<file path="config.mk">
export PLATFORM = sky130hd
export DESIGN_NAME = tnn_feature_packer
export DESIGN_NICKNAME = d
export VERILOG_FILES = /design/src/rtl/tnn_pkg.sv /design/src/rtl/tnn_quantizer.sv /design/src/rtl/tnn_feature_packer.sv
export SDC_FILE = /design/constraint.sdc
export NUM_CORES = 1
export LEC_CHECK = 0
export BUFFER_PORTS_ARGS = -buffer_cell sky130_fd_sc_hd__buf_2
export CAP_MARGIN = 10
export CORE_ASPECT_RATIO = 1.25
export CORE_MARGIN = 3
export CORE_UTILIZATION = 48
export DETAILED_ROUTE_END_ITERATION = 10
export PLACE_DENSITY = 0.73
export SLEW_MARGIN = 20
export SYNTH_ARGS = -nofsm -noshare
export SYNTH_HDL_FRONTEND = slang
export SYNTH_SLANG_ARGS = --single-unit
</file>
<file path="constraint.sdc">
create_clock -name clk -period 2.03 [get_ports clk]
set_input_delay 0.3045 -clock clk [delete_from_list [all_inputs] [get_ports clk]]
set_output_delay 0.3045 -clock clk [all_outputs]
set_load 0.02 [all_outputs]
</file>
<file path="src/rtl/tnn_pkg.sv">
// tnn_pkg: shared types and constants for the TNN feature packer
package tnn_pkg;
    localparam int N_FEAT = 5;
    localparam int CODE_W = 2;
    typedef logic [CODE_W-1:0] code_t;
    typedef enum logic [1:0] {COLLECT, DROP, EVAL, RESULT} state_t;
    localparam logic [1:0] THR_IDX0 = 2'd0;
    localparam logic [1:0] THR_IDX1 = 2'd1;
    localparam logic [1:0] THR_IDX2 = 2'd2;
    localparam logic [1:0] THR_NONE = 2'd3;
endpackage

</file>
<file path="src/rtl/tnn_quantizer.sv">
// tnn_quantizer: maps a raw feature to a 2-bit code by counting thresholds met
module tnn_quantizer
    import tnn_pkg::*;
#(
    parameter int FEAT_W = 8
) (
    input  logic [FEAT_W-1:0] data,
    input  logic [FEAT_W-1:0] thr0,
    input  logic [FEAT_W-1:0] thr1,
    input  logic [FEAT_W-1:0] thr2,
    output code_t             code
);
    // Count form keeps unordered threshold sets well defined
    assign code = {1'b0, data >= thr0} + {1'b0, data >= thr1} + {1'b0, data >= thr2};
endmodule

</file>
<file path="src/rtl/tnn_feature_packer.sv">
// tnn_feature_packer: quantizes a feature stream into the classifier vector and returns its class
module tnn_feature_packer
    import tnn_pkg::*;
#(
    parameter int FEAT_W   = 8,
    parameter int CNT_W    = 16,
    parameter int THR0_RST = 64,
    parameter int THR1_RST = 128,
    parameter int THR2_RST = 192
) (
    input  logic              clk,
    input  logic              rst_n,
    input  logic              feat_valid,
    output logic              feat_ready,
    input  logic [FEAT_W-1:0] feat_data,
    input  logic              feat_last,
    input  logic              thr_we,
    input  logic [1:0]        thr_sel,
    input  logic [FEAT_W-1:0] thr_data,
    output logic [1:0]        cls_a,
    output logic [1:0]        cls_b,
    output logic [1:0]        cls_c,
    output logic [1:0]        cls_d,
    output logic [1:0]        cls_e,
    input  logic              cls_out,
    output logic              res_valid,
    input  logic              res_ready,
    output logic              res_class,
    output logic              res_err,
    output logic [CNT_W-1:0]  res_count
);
    state_t            state_q, state_d;
    logic [2:0]        idx_q, idx_d;
    code_t             slot_q [N_FEAT];
    code_t             slot_d [N_FEAT];
    logic [FEAT_W-1:0] thr_q [3];
    logic [FEAT_W-1:0] thr_d [3];
    logic              err_q, err_d;
    logic              res_valid_q, res_valid_d;
    logic              res_class_q, res_class_d;
    logic              res_err_q, res_err_d;
    logic [CNT_W-1:0]  cnt_q, cnt_d;
    code_t             code;

    tnn_quantizer #(.FEAT_W(FEAT_W)) u_quant (
        .data (feat_data),
        .thr0 (thr_q[0]),
        .thr1 (thr_q[1]),
        .thr2 (thr_q[2]),
        .code (code)
    );

    assign feat_ready = (state_q == COLLECT) || (state_q == DROP);
    assign cls_a      = slot_q[0];
    assign cls_b      = slot_q[1];
    assign cls_c      = slot_q[2];
    assign cls_d      = slot_q[3];
    assign cls_e      = slot_q[4];
    assign res_valid  = res_valid_q;
    assign res_class  = res_class_q;
    assign res_err    = res_err_q;
    assign res_count  = cnt_q;

    // Threshold writes land at the edge, so the accepting feature still sees the old set
    always_comb begin
        thr_d = thr_q;
        if (thr_we && thr_sel != THR_NONE) thr_d[thr_sel] = thr_data;
    end

    // Next-state and datapath updates for the packing FSM
    always_comb begin
        state_d     = state_q;
        idx_d       = idx_q;
        slot_d      = slot_q;
        err_d       = err_q;
        res_valid_d = res_valid_q;
        res_class_d = res_class_q;
        res_err_d   = res_err_q;
        cnt_d       = cnt_q;
        case (state_q)
            COLLECT: if (feat_valid) begin
                slot_d[idx_q] = code;
                if (feat_last) begin
                    for (int j = 0; j < N_FEAT; j++)
                        if (j > int'(idx_q)) slot_d[j] = '0;
                    err_d   = (idx_q != 3'(N_FEAT - 1));
                    state_d = EVAL;
                end else if (idx_q == 3'(N_FEAT - 1)) begin
                    err_d   = 1'b1;
                    state_d = DROP;
                end else begin
                    idx_d = idx_q + 3'd1;
                end
            end
            DROP: if (feat_valid && feat_last) state_d = EVAL;
            EVAL: begin
                res_class_d = cls_out;
                res_err_d   = err_q;
                res_valid_d = 1'b1;
                state_d     = RESULT;
            end
            RESULT: if (res_ready) begin
                res_valid_d = 1'b0;
                cnt_d       = cnt_q + CNT_W'(1);
                idx_d       = '0;
                state_d     = COLLECT;
            end
            default: state_d = COLLECT;
        endcase
    end

    // State register with asynchronous reset
    always_ff @(posedge clk or negedge rst_n) begin
        if (!rst_n) begin
            state_q     <= COLLECT;
            idx_q       <= '0;
            for (int j = 0; j < N_FEAT; j++) slot_q[j] <= '0;
            thr_q[0]    <= FEAT_W'(THR0_RST);
            thr_q[1]    <= FEAT_W'(THR1_RST);
            thr_q[2]    <= FEAT_W'(THR2_RST);
            err_q       <= 1'b0;
            res_valid_q <= 1'b0;
            res_class_q <= 1'b0;
            res_err_q   <= 1'b0;
            cnt_q       <= '0;
        end else begin
            state_q     <= state_d;
            idx_q       <= idx_d;
            slot_q      <= slot_d;
            thr_q       <= thr_d;
            err_q       <= err_d;
            res_valid_q <= res_valid_d;
            res_class_q <= res_class_d;
            res_err_q   <= res_err_d;
            cnt_q       <= cnt_d;
        end
    end
endmodule

</file>
======== Word level (Yosys, flattened, before mapping) ========
Index checks and enable logic that the tools add are counted.
storage, ports and cells
  bits in registers ....................... 59
  output and inout bits ................... 30
  word-level logic and storage cells ...... 85
operators by class
  add/subtract/negate cells ............... 4
  magnitude comparators ................... 11
  equality and inequality tests ........... 12
  multiplexer cells ....................... 26
  bitwise operators ....................... 2
  reduce and logical (&&, ||, !) cells .... 15
operators with widths
  cell                     count
  $bwmux W24               1
  $ge A8 B8 Y1             3
  $mux W2                  10
  $add A16 B1 Y16 const B  1
  $demux W8 S2             1
  $mux W8                  2
  $mux W3                  4
  $bwmux W10               1
  $ne A2 B2 Y1 const B     5
  $pmux W2 S4              1
  $demux W2 S3             1
  $gt A2 B3 Y1 const A     2
  $pmux W3 S2              1
  $reduce_and A2 Y1        3
  $reduce_bool A2 Y1       3
  $reduce_and A5 Y1        1
  $eq A2 B2 Y1 const B     2
  $ge A4 B4 Y1 const B     1
  $logic_and A1 B1 Y1      4
  $lt A4 B1 Y1 const B     1
  $not A3 Y4               1
  $reduce_and A4 Y1        1
  $add A3 B1 Y3 const B    1
  $eq A3 B3 Y1 const B     1
  other kinds (16)         18

======== Depth between registers and ports, before layout ========
Gate-level depths: netlist of run 1.
  word-level depth ........................ 8
  depth in mapped cells ................... 9

======== By module ========
Synthesis of run 1 repeated with hierarchy kept, for this count alone.
unflattened totals
  cells, all modules ...................... 281
  area total of the unflattened synthesis .. 3274.4 um^2
modules (own cells, without submodules)
  module              times used  cells an instance  area each (um^2)  sequential area each (um^2)
  tnn_feature_packer  1           207                2668.8            1481.4
  tnn_quantizer       1           74                 605.6             0.0

======== Least setup slack after synthesis of run 1 ========
OpenSTA, ideal clock, no wires.
  path kind ............................... input-to-reg
  from .................................... input port feat_data[0]
  to ...................................... register slot_q, in the netlist cls_a[0]
  setup time .............................. 0.125 ns
  arrival time ............................ 2.072 ns
  required time ........................... 1.905 ns
  path slack .............................. -0.167 ns
  stages .................................. 8
  path buffers ............................ 0
  cells stage by stage .................... inv_1 > ha_1 > nand2b_1 > a211o_1 > a21oi_1 > o21ai_0 > fa_1 > mux2_2
between the ends
  word-level cells in the longest chain between the ends .. 4
  elaborated cells between the ends (all ways) .. 6
  those cells by class .................... 2 x add/sub; 3 x order compare; 1 x mux
RTL lines
  item                    line                       RTL
  start: declaration      tnn_feature_packer.sv:15   input logic [FEAT_W-1:0] feat_data,
  $ge A8 B8 Y1            tnn_quantizer.sv:14        assign code = {1'b0, data >= thr0} + {1'b0, data >= thr1} + {1'b0, data >= thr2};
  $add A1 B1 Y2           tnn_quantizer.sv:14
  $add A2 B1 Y2 (*)       tnn_quantizer.sv:14
  net code[0]             tnn_feature_packer.sv:43   code_t code;
  $bwmux W10 (*)          tnn_feature_packer.sv:82   slot_d[idx_q] = code;
  end signal: assignment  tnn_feature_packer.sv:129  slot_q <= slot_d;
  end: declaration        tnn_feature_packer.sv:34   code_t slot_q [N_FEAT];
The timed path passes the listed nets; every way through them passes the cells marked *.
A chain may end at the register's enable or synchronous reset.

======== Final worst setup path of run 1 ========
  from .................................... register thr_q[0] (netlist name)
  to ...................................... register slot_q, in the netlist cls_c[0]
between the ends
  word-level cells in the longest chain between the ends .. 5
RTL lines
  item                      line                       RTL
  start: declaration        tnn_feature_packer.sv:36   logic [FEAT_W-1:0] thr_q [3];
  start signal: assignment  tnn_feature_packer.sv:130  thr_q <= thr_d;
  $ge A8 B8 Y1 (*)          tnn_quantizer.sv:14
  $add A2 B1 Y2 (*)         tnn_quantizer.sv:14
  net code[0]               tnn_feature_packer.sv:43
  $bwmux W10 (*)            tnn_feature_packer.sv:82
  $mux W2                   tnn_feature_packer.sv:85   if (j > int'(idx_q)) slot_d[j] = '0;
  $mux W8 (*)               tnn_feature_packer.sv:83   if (feat_last) begin
Marks and branches as above.

==> results of run 1 <==
==> flip-flops by register name, indices dropped and copies added, names as in the netlist <==
register	flops
thr_q	24
res_count	16
idx_q	3
cls_a	2
cls_b	2
cls_c	2
cls_d	2
cls_e	2
state_q	2
err_q	1
res_class	1
res_err	1
res_valid	1
==> cell type report <==
class                   count  area share
clock buffers              10     0.03513
clock inverters             6     0.01629
inverters                  32     0.03066
multi-input cells         199      0.4245
flip-flops and latches     59      0.3782
well taps                  85     0.02715
repair buffers             62     0.08815
==> cells in the final DEF, fill, tap and decap left out, drive strengths merged, types with 4 or more instances in the layout <==
master,instances
nand4,8
mux2,23
ha,32
a21o,6
dfrtp,55
nor3,5
xnor2,11
inv,33
mux2i,6
nor2,12
nand2,17
clkbuf,10
or3,4
buf,61
a21oi,13
dfstp,4
o21ai,15
nand3,6
xor2,4
==> Yosys cell counts (all sizes together) <==
cell / number
nor3: 5
a21oi: 13
a22oi: 2
mux2: 23
o22ai: 2
or3: 4
nor3b: 3
nor2: 12
dfrtp: 55
nor2b: 3
and2: 1
inv: 32
dfstp: 4
o22a: 1
o21ai: 15
nand3b: 2
nand2: 17
buf: 2
or2: 1
a22o: 2
nor4: 3
and4: 1
xnor2: 11
xor2: 4
fa: 1
a32o: 2
a21o: 6
nand2b: 3
nand3: 6
ha: 32
o2bb2ai: 3
a211o: 3
a211oi: 1
nand4: 8
clkbuf: 3
o21a: 3
mux2i: 6
==> timing repair <==
| item | in CTS | in global routing |
|---|---|---|
| hold endpoints to repair | 55 | 0 |
| pin swaps | 8 | 3 |
| hold buffers | 1 | 0 |
| resized for setup | 7 | 2 |
| setup endpoints to repair | 10 | 10 |
==> worst max-delay path by stage <==
stage                     to  cells after the start         start
floorplan           cls_a[0]                      7      thr_q[8]
global placement    cls_c[0]                     10  feat_data[0]
detailed placement  cls_c[0]                     10  feat_data[0]
CTS                 cls_c[0]                      8      thr_q[0]
global route        cls_c[0]                      8      thr_q[0]
finish              cls_c[0]                      8      thr_q[0]
==> power by group <==
group	leakage, nW	internal [W]	switching, W
combinational	1.13	0.000732	0.000919
sequential	0.715	0.00147	0.000222
clock	0.0987	0.000600	0.000495
total	1.94	0.00280	0.00164
==> cells by family after synthesis <==
group	after synthesis
AO/OA/AOI/OAI	53
XOR/XNOR	15
adder cells (fa/ha/maj)	33
buffers and inverters	37
flip-flops	59
multiplexers	29
AND/OR/NAND/NOR	69
==> routing by layer <==
metal  vias up  wire, microns  GRT usage
met5         -              0          0
met4         0            100    0.09921
met3        13            357    0.04244
met2        65           3380     0.3055
met1      1142           3056     0.2301
li1       1171              -          -
==> worst max-delay path, stage by stage (launching register included) <==
cell	delay, ns
dfrtp_1	0.40
ha_1	0.29
nand2b_4	0.14
a211o_1	0.27
a21oi_2	0.17
o21ai_2	0.08
fa_2	0.60
a22oi_1	0.08
o2bb2ai_1	0.15
==> through the flow <==
step | util | hold slack (ns) | instance area [sq um] | instances
2_1_floorplan | - | 0.008909 | 3243 | 295
3_3_place_gp | 0.5755 | 0.3334 | 3664 | 436
3_5_place_dp | 0.5755 | 0.3383 | 3664 | 436
4_1_cts | 0.6128 | 0.1874 | 3901 | 453
5_1_grt | 0.6154 | 0.1981 | 3918 | 453
6_report | 0.6154 | 0.1980 | 3918 | 453
==> parameters.txt, run 1 <==
Parameter                              Value

STA
  Ratio of final minimum period to clock period ... 1.106
  Accumulated negative setup slack ... -1.288 ns
  Peak Freq ... 445.4 MHz
  Max-slew violations ... 0
  Slew at the pin closest to its max-slew limit ... 0.5304 ns
  Max-slew headroom at the worst pin ... 0.6453
  Final Hold Violating Endpoints ... 0
  Final number of setup-violating endpoints ... 10
  Worst path setup slack after routing ... -0.2151 ns
  Largest clock skew in the final design ... 0.004865 ns
  Setup repair after global routing missed its margin ... yes
  Final critical-path required period ... 2.245 ns

Detailed routing
  Detailed-route wire length ... 6894 microns
  DRC marker count from the first detailed-route iteration ... 74
  Final antenna-violating net count ... 0
  Total vias in the final route ... 2391
  DRC Markers ... 0
  Mean routed wirelength per cell ... 15.22 microns
  Avg Vias per Cell ... 5.278
  DRT Pass-1 Iters ... 4

Floorplanning
  Die area ... 7771 sq um
  Area of the core region ... 6366 sq um
  Floorplan die width ... 79.45 microns
  Cell Rows ... 32
  Ports ... 55
  Die Span Y ... 97.81 microns
  Starting density of the core ... 0.5085

Worst hold path
  Worst hold path depth ... 2
  Hold EP ... res_class
  Classification of the worst-slack hold path ... input port to flip-flop
  Hold_sp ... cls_out

Place
  Number of port buffers ... 54
  Routability congestion estimate from global placement ... 0.8766
  Detailed-placement wirelength estimate ... 4967 microns
  Worst-case setup slack after placement ... -0.3744 ns

Setup path
  Capturing point of the worst reg2reg path ... cls_c[0]
  Worst R2R Start ... thr_q[0]
  Data arrival, critical path ... 2.51 ns
  Type of the worst setup path ... flip-flop to flip-flop
  Worst path required time ... 2.30 ns
  R2r setup slk ... -0.22 ns
  Element type at the critical path end ... flip-flop
  Startpoint Class ... flip-flop
  Crit path max fanout ... 5
  Worst r2r path cells ... 8

Yosys
  Mux share of post-synthesis cell area ... 0.09857
  Number of warnings issued by yosys ... 0
  Synthesized netlist net count ... 353
  Adder and majority cell fraction of the synthesized area ... 0.1299
  Share of the synthesized area in the top cell type ... 0.4252
  Synthesized-area fraction occupied by ao, oa, aoi and oai cells ... 0.1055
  Number of unique standard cell types used by synthesis ... 42
  XOR/XNOR share of the synthesized area ... 0.04059
  Mapped Area ... 3237 sq um
  Combinational family with the most area after synthesis ... adder cells
  Average instance area after synthesis ... 10.97 sq um
  Post-synthesis instance total ... 295
  Post-synthesis share of cell area spent on and, or, nand and nor gates ... 0.1241
  Share of synthesized area occupied by flip-flops and latches ... 0.4577
  Number of flip-flops and latches in the synthesized netlist ... 59
  Synth area leaders ... dfrtp_1 43%, ha_1 12%, mux2_2 8.0%, inv_1 3.7%, dfstp_2 3.2%
  Cell type with the largest total area after synthesis ... dfrtp_1

Clock network
  Number of sinks on the clock net ... 59
  CTS root buffer ... clkbuf_8
  Clock latency at the later pin of the worst-skew pair ... 0.34 ns
  Number of buffers on the longest clock path ... 2
  TritonCTS buffer count ... 9
  Worst-path clk slew ... 0.07 ns
  Buffer count from post-CTS setup fixing ... 0
  Number of H-tree levels ... 3
  TritonCTS clock tree ... done

GRT
  Combined global-route utilization of all metal layers ... 0.1880
  Congestion Overflow GR ... 0
  Vias in the first global route ... 2526
  Global-route wire length before repair ... 11520 microns
  Number of antenna violations at the first check in global routing ... 0
  Largest net degree at the start of global routing ... 60

Cells and area
  Sequential standard cell area ... 1481 sq um
  Layout filler cell count ... 545
  Fraction of layout cells with a size suffix above 1 ... 0.3288
  Ant. Diodes ... 0
  Multi-input logic area ... 1663 sq um
  Synthesis-to-finish area growth ... 21.03%
  # nets final ... 421

Run
  Max-Cap Viols ... 0

Pwr
  Power per unit of standard cell area ... 1132 nW/um^2
  Leak ... 1.943 nW
  Highest ir drop seen on vdd ... 0.8405 mV
  Post-layout total power ... 0.004433 W

Status
  Failing checks ... negative setup slack
  Result of the run ... complete, but fails checks
Note: power is estimated with default switching activity, not from simulation.
==> run 2: changes to the inputs <==
==> constraint.sdc (replaced) <==
create_clock -name clk -period 1.8 [get_ports clk]
set_input_delay 0.27 -clock clk [delete_from_list [all_inputs] [get_ports clk]]
set_output_delay 0.27 -clock clk [all_outputs]
set_load 0.02 [all_outputs]
==> run 2 against run 1 <==
Against the previous run:
- the flow still finishes with violations (negative setup slack)
- cell count rose by 2.2%
- combinational power rose by 26%
- count of clock-buffer cells in the layout rose by 2
- largest cell class unchanged
- die area did not move
- total power rose by 18%
- critical endpoint is now cls_a[0]
- sequential share of layout area fell by 1.0 points
==> parameters.txt, run 2 (same netlist as run 1, synthesis figures left out) <==
Parameter                              Value

Detailed routing
  Mean routed wirelength per cell ... 14.39 microns (-5.4%)
  DRC Markers ... 0 (unchanged)
  Avg Vias per Cell ... 5.248 (-0.56%)
  Total vias in the final route ... 2430 (+1.6%)
  Detailed-route wire length ... 6664 microns (-3.3%)
  DRT Pass-1 Iters ... 4 (unchanged)
  Final antenna-violating net count ... 0 (unchanged)
  DRC marker count from the first detailed-route iteration ... 55 (-26%)

Floorplanning
  Ports ... 55 (unchanged)
  Die Span Y ... 97.81 microns (unchanged)
  Cell Rows ... 32 (unchanged)
  Die area ... 7771 sq um (unchanged)
  Floorplan die width ... 79.45 microns (unchanged)
  Area of the core region ... 6366 sq um (unchanged)
  Starting density of the core ... 0.5085 (unchanged)

Cells and area
  Flip-flop count of the largest register after layout ... 24 (unchanged)
  Synthesis-to-finish area growth ... 24.35%
  Most flop-heavy register ... thr_q
  Fraction of layout cells with a size suffix above 1 ... 0.3492 (+0.02040)
  Top library cells by usage in the layout, fill and taps aside ... 55 x dfrtp_1, 53 x buf_2, 31 x inv_1, 30 x ha_1, 21 x mux2_2
  Most common library cell in the layout ignoring fill and taps ... dfrtp_1
  # nets final ... 431 (+2.4%)
  Ant. Diodes ... 0 (unchanged)

Setup path
  Type of the worst setup path ... flip-flop to flip-flop
  Data arrival, critical path ... 2.48 ns (-0.03 ns)
  Startpoint Class ... flip-flop
  Worst path required time ... 2.01 ns (-0.29 ns)
  Element type at the critical path end ... flip-flop
  Crit path max fanout ... 5 (unchanged)

Pwr
  Leak ... 2.014 nW (+3.7%)
  Power per unit of standard cell area ... 1300 nW/um^2 (+15%)
  Highest ir drop seen on vdd ... 0.9435 mV (+12%)
  Post-layout total power ... 0.005235 W (+18%)

Place
  Routability congestion estimate from global placement ... 0.9035 (+3.1%)
  Worst-case setup slack after placement ... -0.5405 ns (-0.1661 ns)
  Detailed-placement wirelength estimate ... 4916 microns (-1.0%)
  Number of port buffers ... 54 (unchanged)

Worst hold path
  Classification of the worst-slack hold path ... input port to flip-flop

STA
  Setup repair after global routing missed its margin ... yes
  Worst path setup slack after routing ... -0.4605 ns (-0.2454 ns)
  Slew at the pin closest to its max-slew limit ... 0.4994 ns (-0.03103 ns)
  Peak Freq ... 442.4 MHz (-0.68%)
  Final Hold Violating Endpoints ... 0 (unchanged)
  Max-slew headroom at the worst pin ... 0.6661 (+0.02075)
  Final number of setup-violating endpoints ... 10 (unchanged)
  Final critical-path required period ... 2.260 ns (+0.01540 ns)
  Hold Slack ... 0.1652 ns (-0.03286 ns)
  Max-slew violations ... 0 (unchanged)
  Ratio of final minimum period to clock period ... 1.256 (+0.1499)
  Largest clock skew in the final design ... 0.008921 ns (+0.004056 ns)

Run
  Max-Cap Viols ... 0 (unchanged)

GRT
  Congestion Overflow GR ... 0 (unchanged)
  Global-route wire length before repair ... 11230 microns (-2.5%)
  Largest net degree at the start of global routing ... 44 (-27%)
  Combined global-route utilization of all metal layers ... 0.1826 (-0.005453)
  Number of antenna violations at the first check in global routing ... 0 (unchanged)
  Vias in the first global route ... 2452 (-2.9%)

Clock network
  Number of sinks on the clock net ... 59 (unchanged)
  Number of H-tree levels ... 3 (unchanged)
  CTS root buffer ... clkbuf_8
  Number of buffers on the longest clock path ... 2 (unchanged)
  Clock latency at the later pin of the worst-skew pair ... 0.33 ns (about the same)
  Worst-path clk slew ... 0.07 ns (about the same)
  TritonCTS clock tree ... done
  TritonCTS buffer count ... 9 (unchanged)

Status
  Result of the run ... complete, but fails checks
  Failing checks ... negative setup slack
## run 2: cell count changes in the layout (fill, tap and decap cells not counted), moves of 2 or more
| cell | previous run | this run |
|---|---|---|
| a21oi_2 | 4 | 2 |
| a21oi_1 | 9 | 11 |
| clkbuf_8 | 10 | 12 |
| buf_4 | 6 | 15 |
| buf_6 | 0 | 2 |
## run 2: what timing repair did
| action | in CTS | in global routing |
|---|---|---|
| hold buffers | 1 | 0 |
| setup endpoints to repair | 11 | 20 |
| gates resized for setup | 8 | 7 |
| pin swaps | 6 | 5 |
| buffers inserted | 2 | 2 |
| endpoints found under the hold margin | 14 | 0 |
## run 2: path summary, 6_finish.rpt
check | depth (start not counted) | slack [ns] | end | from
worst min-delay path | 3 | 0.17 | thr_q[20] | thr_data[4]
worst max register to register | 7 | -0.46 | cls_a[0] | thr_q[8]
min in group asynchronous | 2 | 0.40 | thr_q[21] | rst_n
worst min register to register | 1 | 0.47 | res_count[15] | res_count[15]
max in group asynchronous | 3 | 0.79 | thr_q[7] | rst_n
worst max-delay path | 7 | -0.46 | cls_a[0] | thr_q[8]
## run 2: final cells by class
| type | count | area, sq um |
|---|---|---|
| clock buffer | 12 | 165.2 |
| clock inverter | 4 | 47.55 |
| fill | 528 | 2341 |
| inverter | 32 | 120.1 |
| multi-input combinational | 199 | 1674 |
| sequential | 59 | 1481 |
| tap | 85 | 106.4 |
| timing repair buffer | 72 | 430.4 |
## run 2: worst max-delay path: stages (launching register included)
cell and delay, ns:
dfrtp_1 0.38, ha_1 0.27, nand2b_1 0.15, a211o_1 0.25
a21oi_1 0.17, o21ai_1 0.11, fa_2 0.52, mux2_4 0.29
## run 2: through the flow
stage | TNS, ns | instances | util | cell area, sq um
floorplan | -2.159 | 295 | - | 3247
global placement | -4.049 | 442 | 0.5831 | 3712
detailed placement | -4.566 | 442 | 0.5831 | 3712
CTS | -3.879 | 461 | 0.6248 | 3978
global route | -4.990 | 463 | 0.6323 | 4025
finish | -3.727 | 463 | 0.6323 | 4025
## run 2: power breakdown
group	switching, W	total [W]	internal (W)
registers	0.000231	0.00188	0.00165
clock network	0.000521	0.00127	0.000748
logic	0.00110	0.00208	0.000982
total	0.00185	0.00523	0.00338
## run 2: metal layers
| metal | GRT usage | share of wire | vias to the layer above |
|---|---|---|---|
| li1 | - | - | 1193 |
| met1 | 0.2311 | 0.44 | 1178 |
| met2 | 0.3016 | 0.50 | 55 |
| met3 | 0.04520 | 0.049 | 4 |
| met4 | 0.06349 | 0.0081 | 0 |
| met5 | 0 | 0 | - |
==> run 3: changes to the inputs <==
==> constraint.sdc (replaced) <==
create_clock -name clk -period 1.8 [get_ports clk]
set_input_delay 0.36 -clock clk [delete_from_list [all_inputs] [get_ports clk]]
set_output_delay 0.36 -clock clk [all_outputs]
set_load 0.02 [all_outputs]
==> run 3 against run 2 <==
Against the previous run:
- the run still ends with negative setup slack left
- routed wire length shrank 1.5%
- count of clock-buffer cells in the layout grew 1
- clock power is essentially flat
- non-clock buffer count grew 2
- total power is essentially flat
- register-to-register slack gained 0.03 ns
- cell count grew 0.43%
- first-iteration DRC count grew 51%
- sequential cell count is the same
- hold slack lost 0.15 ns
- critical path type unchanged
- critical endpoint is now cls_c[0]
==> parameters.txt, run 3 (same netlist as run 1, synthesis figures left out) <==
Parameter                              Value

Status
  Result of the run ... complete, but fails checks
  Failing checks ... negative setup slack

Place
  Cell area after placement ... 3777 sq um (+1.8%)
  Detailed-placement wirelength estimate ... 4883 microns (-0.67%)
  Number of port buffers ... 54 (unchanged)
  Routability congestion estimate from global placement ... 0.8950 (-0.94%)

STA
  Final critical-path required period ... 2.230 ns (-0.03022 ns)
  Max-slew violations ... 0 (unchanged)
  Peak Freq ... 448.4 MHz (+1.4%)
  Slew at the pin closest to its max-slew limit ... 0.4194 ns (-0.08000 ns)
  Ratio of final minimum period to clock period ... 1.239 (-0.01679)
  Setup repair after global routing missed its margin ... yes
  Final Hold Violating Endpoints ... 0 (unchanged)
  Max-slew headroom at the worst pin ... 0.7178 (+0.05176)
  Accumulated negative setup slack ... -3.377 ns (+0.3498 ns)
  Largest clock skew in the final design ... 0.007397 ns (-0.001524 ns)
  Final number of setup-violating endpoints ... 10 (unchanged)
  Worst path setup slack after routing ... -0.4302 ns (+0.03022 ns)

GRT
  Largest net degree at the start of global routing ... 60 (+36%)
  Global-route track usage on met3 ... 0.06089 (+0.01568)
  Global routing met2 resource utilization ... 0.3087 (+0.007074)
  Global-route wire length before repair ... 11570 microns (+3.0%)
  Vias in the first global route ... 2502 (+2.0%)
  Combined global-route utilization of all metal layers ... 0.1896 (+0.007049)
  Layer carrying the most global-route usage ... met2
  Congestion Overflow GR ... 0 (unchanged)
  Global routing usage on met1 ... 0.2419 (+0.01076)
  Number of antenna violations at the first check in global routing ... 0 (unchanged)

Clock network
  Number of sinks on the clock net ... 59 (unchanged)
  TritonCTS buffer count ... 9 (unchanged)
  TritonCTS clock tree ... done
  Number of H-tree levels ... 3 (unchanged)
  Clock latency at the later pin of the worst-skew pair ... 0.33 ns (about the same)
  Hold bufs inserted after CTS ... 0 (-1)
  Worst-path clk slew ... 0.07 ns (about the same)
  Number of buffers on the longest clock path ... 2 (unchanged)
  CTS root buffer ... clkbuf_8

Cells and area
  Sequential standard cell area ... 1481 sq um (unchanged)
  Synthesis-to-finish area growth ... 25.32%
  Layout filler cell count ... 480 (-9.1%)
  Top library cells by usage in the layout, fill and taps aside ... 55 x dfrtp_1, 53 x buf_2, 29 x inv_1, 29 x ha_1, 21 x mux2_2
  # nets final ... 433 (+0.46%)
  Most flop-heavy register ... thr_q
  Ant. Diodes ... 0 (unchanged)
  Multi-input logic area ... 1692 sq um (+1.0%)
  Fraction of layout cells with a size suffix above 1 ... 0.3579 (+0.008688)
  Design Area, Final ... 4056 sq um (+0.78%)
  Flip-flop count of the largest register after layout ... 24 (unchanged)
  Most common library cell in the layout ignoring fill and taps ... dfrtp_1

Setup path
  Startpoint Class ... flip-flop
  Type of the worst setup path ... flip-flop to flip-flop
  Element type at the critical path end ... flip-flop
  Data arrival, critical path ... 2.49 ns (about the same)
  Crit path max fanout ... 5 (unchanged)
  Worst path required time ... 2.05 ns (+0.04 ns)

Floorplanning
  Cell Rows ... 32 (unchanged)
  Area of the core region ... 6366 sq um (unchanged)
  Floorplan die width ... 79.45 microns (unchanged)
  Die area ... 7771 sq um (unchanged)
  Die Span Y ... 97.81 microns (unchanged)
  Ports ... 55 (unchanged)
  Starting density of the core ... 0.5085 (unchanged)

Pwr
  Post-layout total power ... 0.005231 W (about the same)
  Power per unit of standard cell area ... 1290 nW/um^2 (-0.84%)
  Leak ... 2.019 nW (+0.26%)
  Highest ir drop seen on vdd ... 0.8572 mV (-9.2%)

Detailed routing
  Avg Vias per Cell ... 5.153 (-1.8%)
  Mean routed wirelength per cell ... 14.12 microns (-1.9%)
  DRT Pass-1 Iters ... 4 (unchanged)
  Final antenna-violating net count ... 0 (unchanged)
  Detailed-route wire length ... 6566 microns (-1.5%)
  DRC Markers ... 0 (unchanged)
  DRC marker count from the first detailed-route iteration ... 83 (+51%)
  Total vias in the final route ... 2396 (-1.4%)

Run
  Max-Cap Viols ... 0 (unchanged)

Worst hold path
  Classification of the worst-slack hold path ... input port to async pin
-- run 3: layout make-up --
class / count / share of cell area
well taps: 85 / 0.02622
inverters: 32 / 0.03023
clock buffers: 13 / 0.04164
repair buffers: 74 / 0.1083
clock inverters: 3 / 0.01141
flip-flops and latches: 59 / 0.3652
multi-input cells: 199 / 0.4170
-- run 3: power breakdown --
part | leakage (nW) | switching, W | internal [W]
clock network | 0.106 | 0.000514 | 0.000756
registers | 0.715 | 0.000221 | 0.00165
logic | 1.20 | 0.00110 | 0.000986
-- run 3: metrics by stage --
step	util	worst slack [ns]	instances	hold WS, ns
floorplan	-	-0.3025	295	0.06441
global placement	0.5934	-0.5514	446	0.3888
detailed placement	0.5934	-0.5645	446	0.3886
CTS	0.6283	-0.4690	462	0.01265
global route	0.6372	-0.5727	465	0.03335
finish	0.6372	-0.4302	465	0.01112
-- run 3: metal layers --
metal,vias up,part of all wire
li1,1196,-
met1,1144,0.46
met2,49,0.49
met3,7,0.041
met4,0,0.011
met5,-,0
-- run 3: path summary, 6_finish.rpt --
check | startpoint | to | cells after the start | slack (ns)
max | thr_q[13] | cls_c[0] | 9 | -0.43
min | rst_n | thr_q[21] | 2 | 0.01
max reg2reg | thr_q[13] | cls_c[0] | 9 | -0.43
min reg2reg | res_count[15] | res_count[15] | 1 | 0.47
max in group asynchronous | rst_n | thr_q[15] | 2 | 1.48
min in group clk | cls_out | res_class | 2 | 0.26
-- run 3: critical path, cell delays in order (launching register included) --
cell and delay [ns]:
dfrtp_1 0.34, inv_1 0.05, ha_1 0.28, a21o_1 0.18
a21o_1 0.18, a21oi_2 0.16, o21ai_2 0.09, fa_2 0.63
a22oi_1 0.08, o2bb2ai_1 0.16
-- run 3: repair_timing --
| item | 4_1_cts | 5_1_grt |
|---|---|---|
| resized for setup | 1 | 10 |
| hold endpoints to repair | 0 | 0 |
| setup buffers | 0 | 3 |
| pin swaps | 7 | 5 |
| setup endpoints to repair | 11 | 11 |
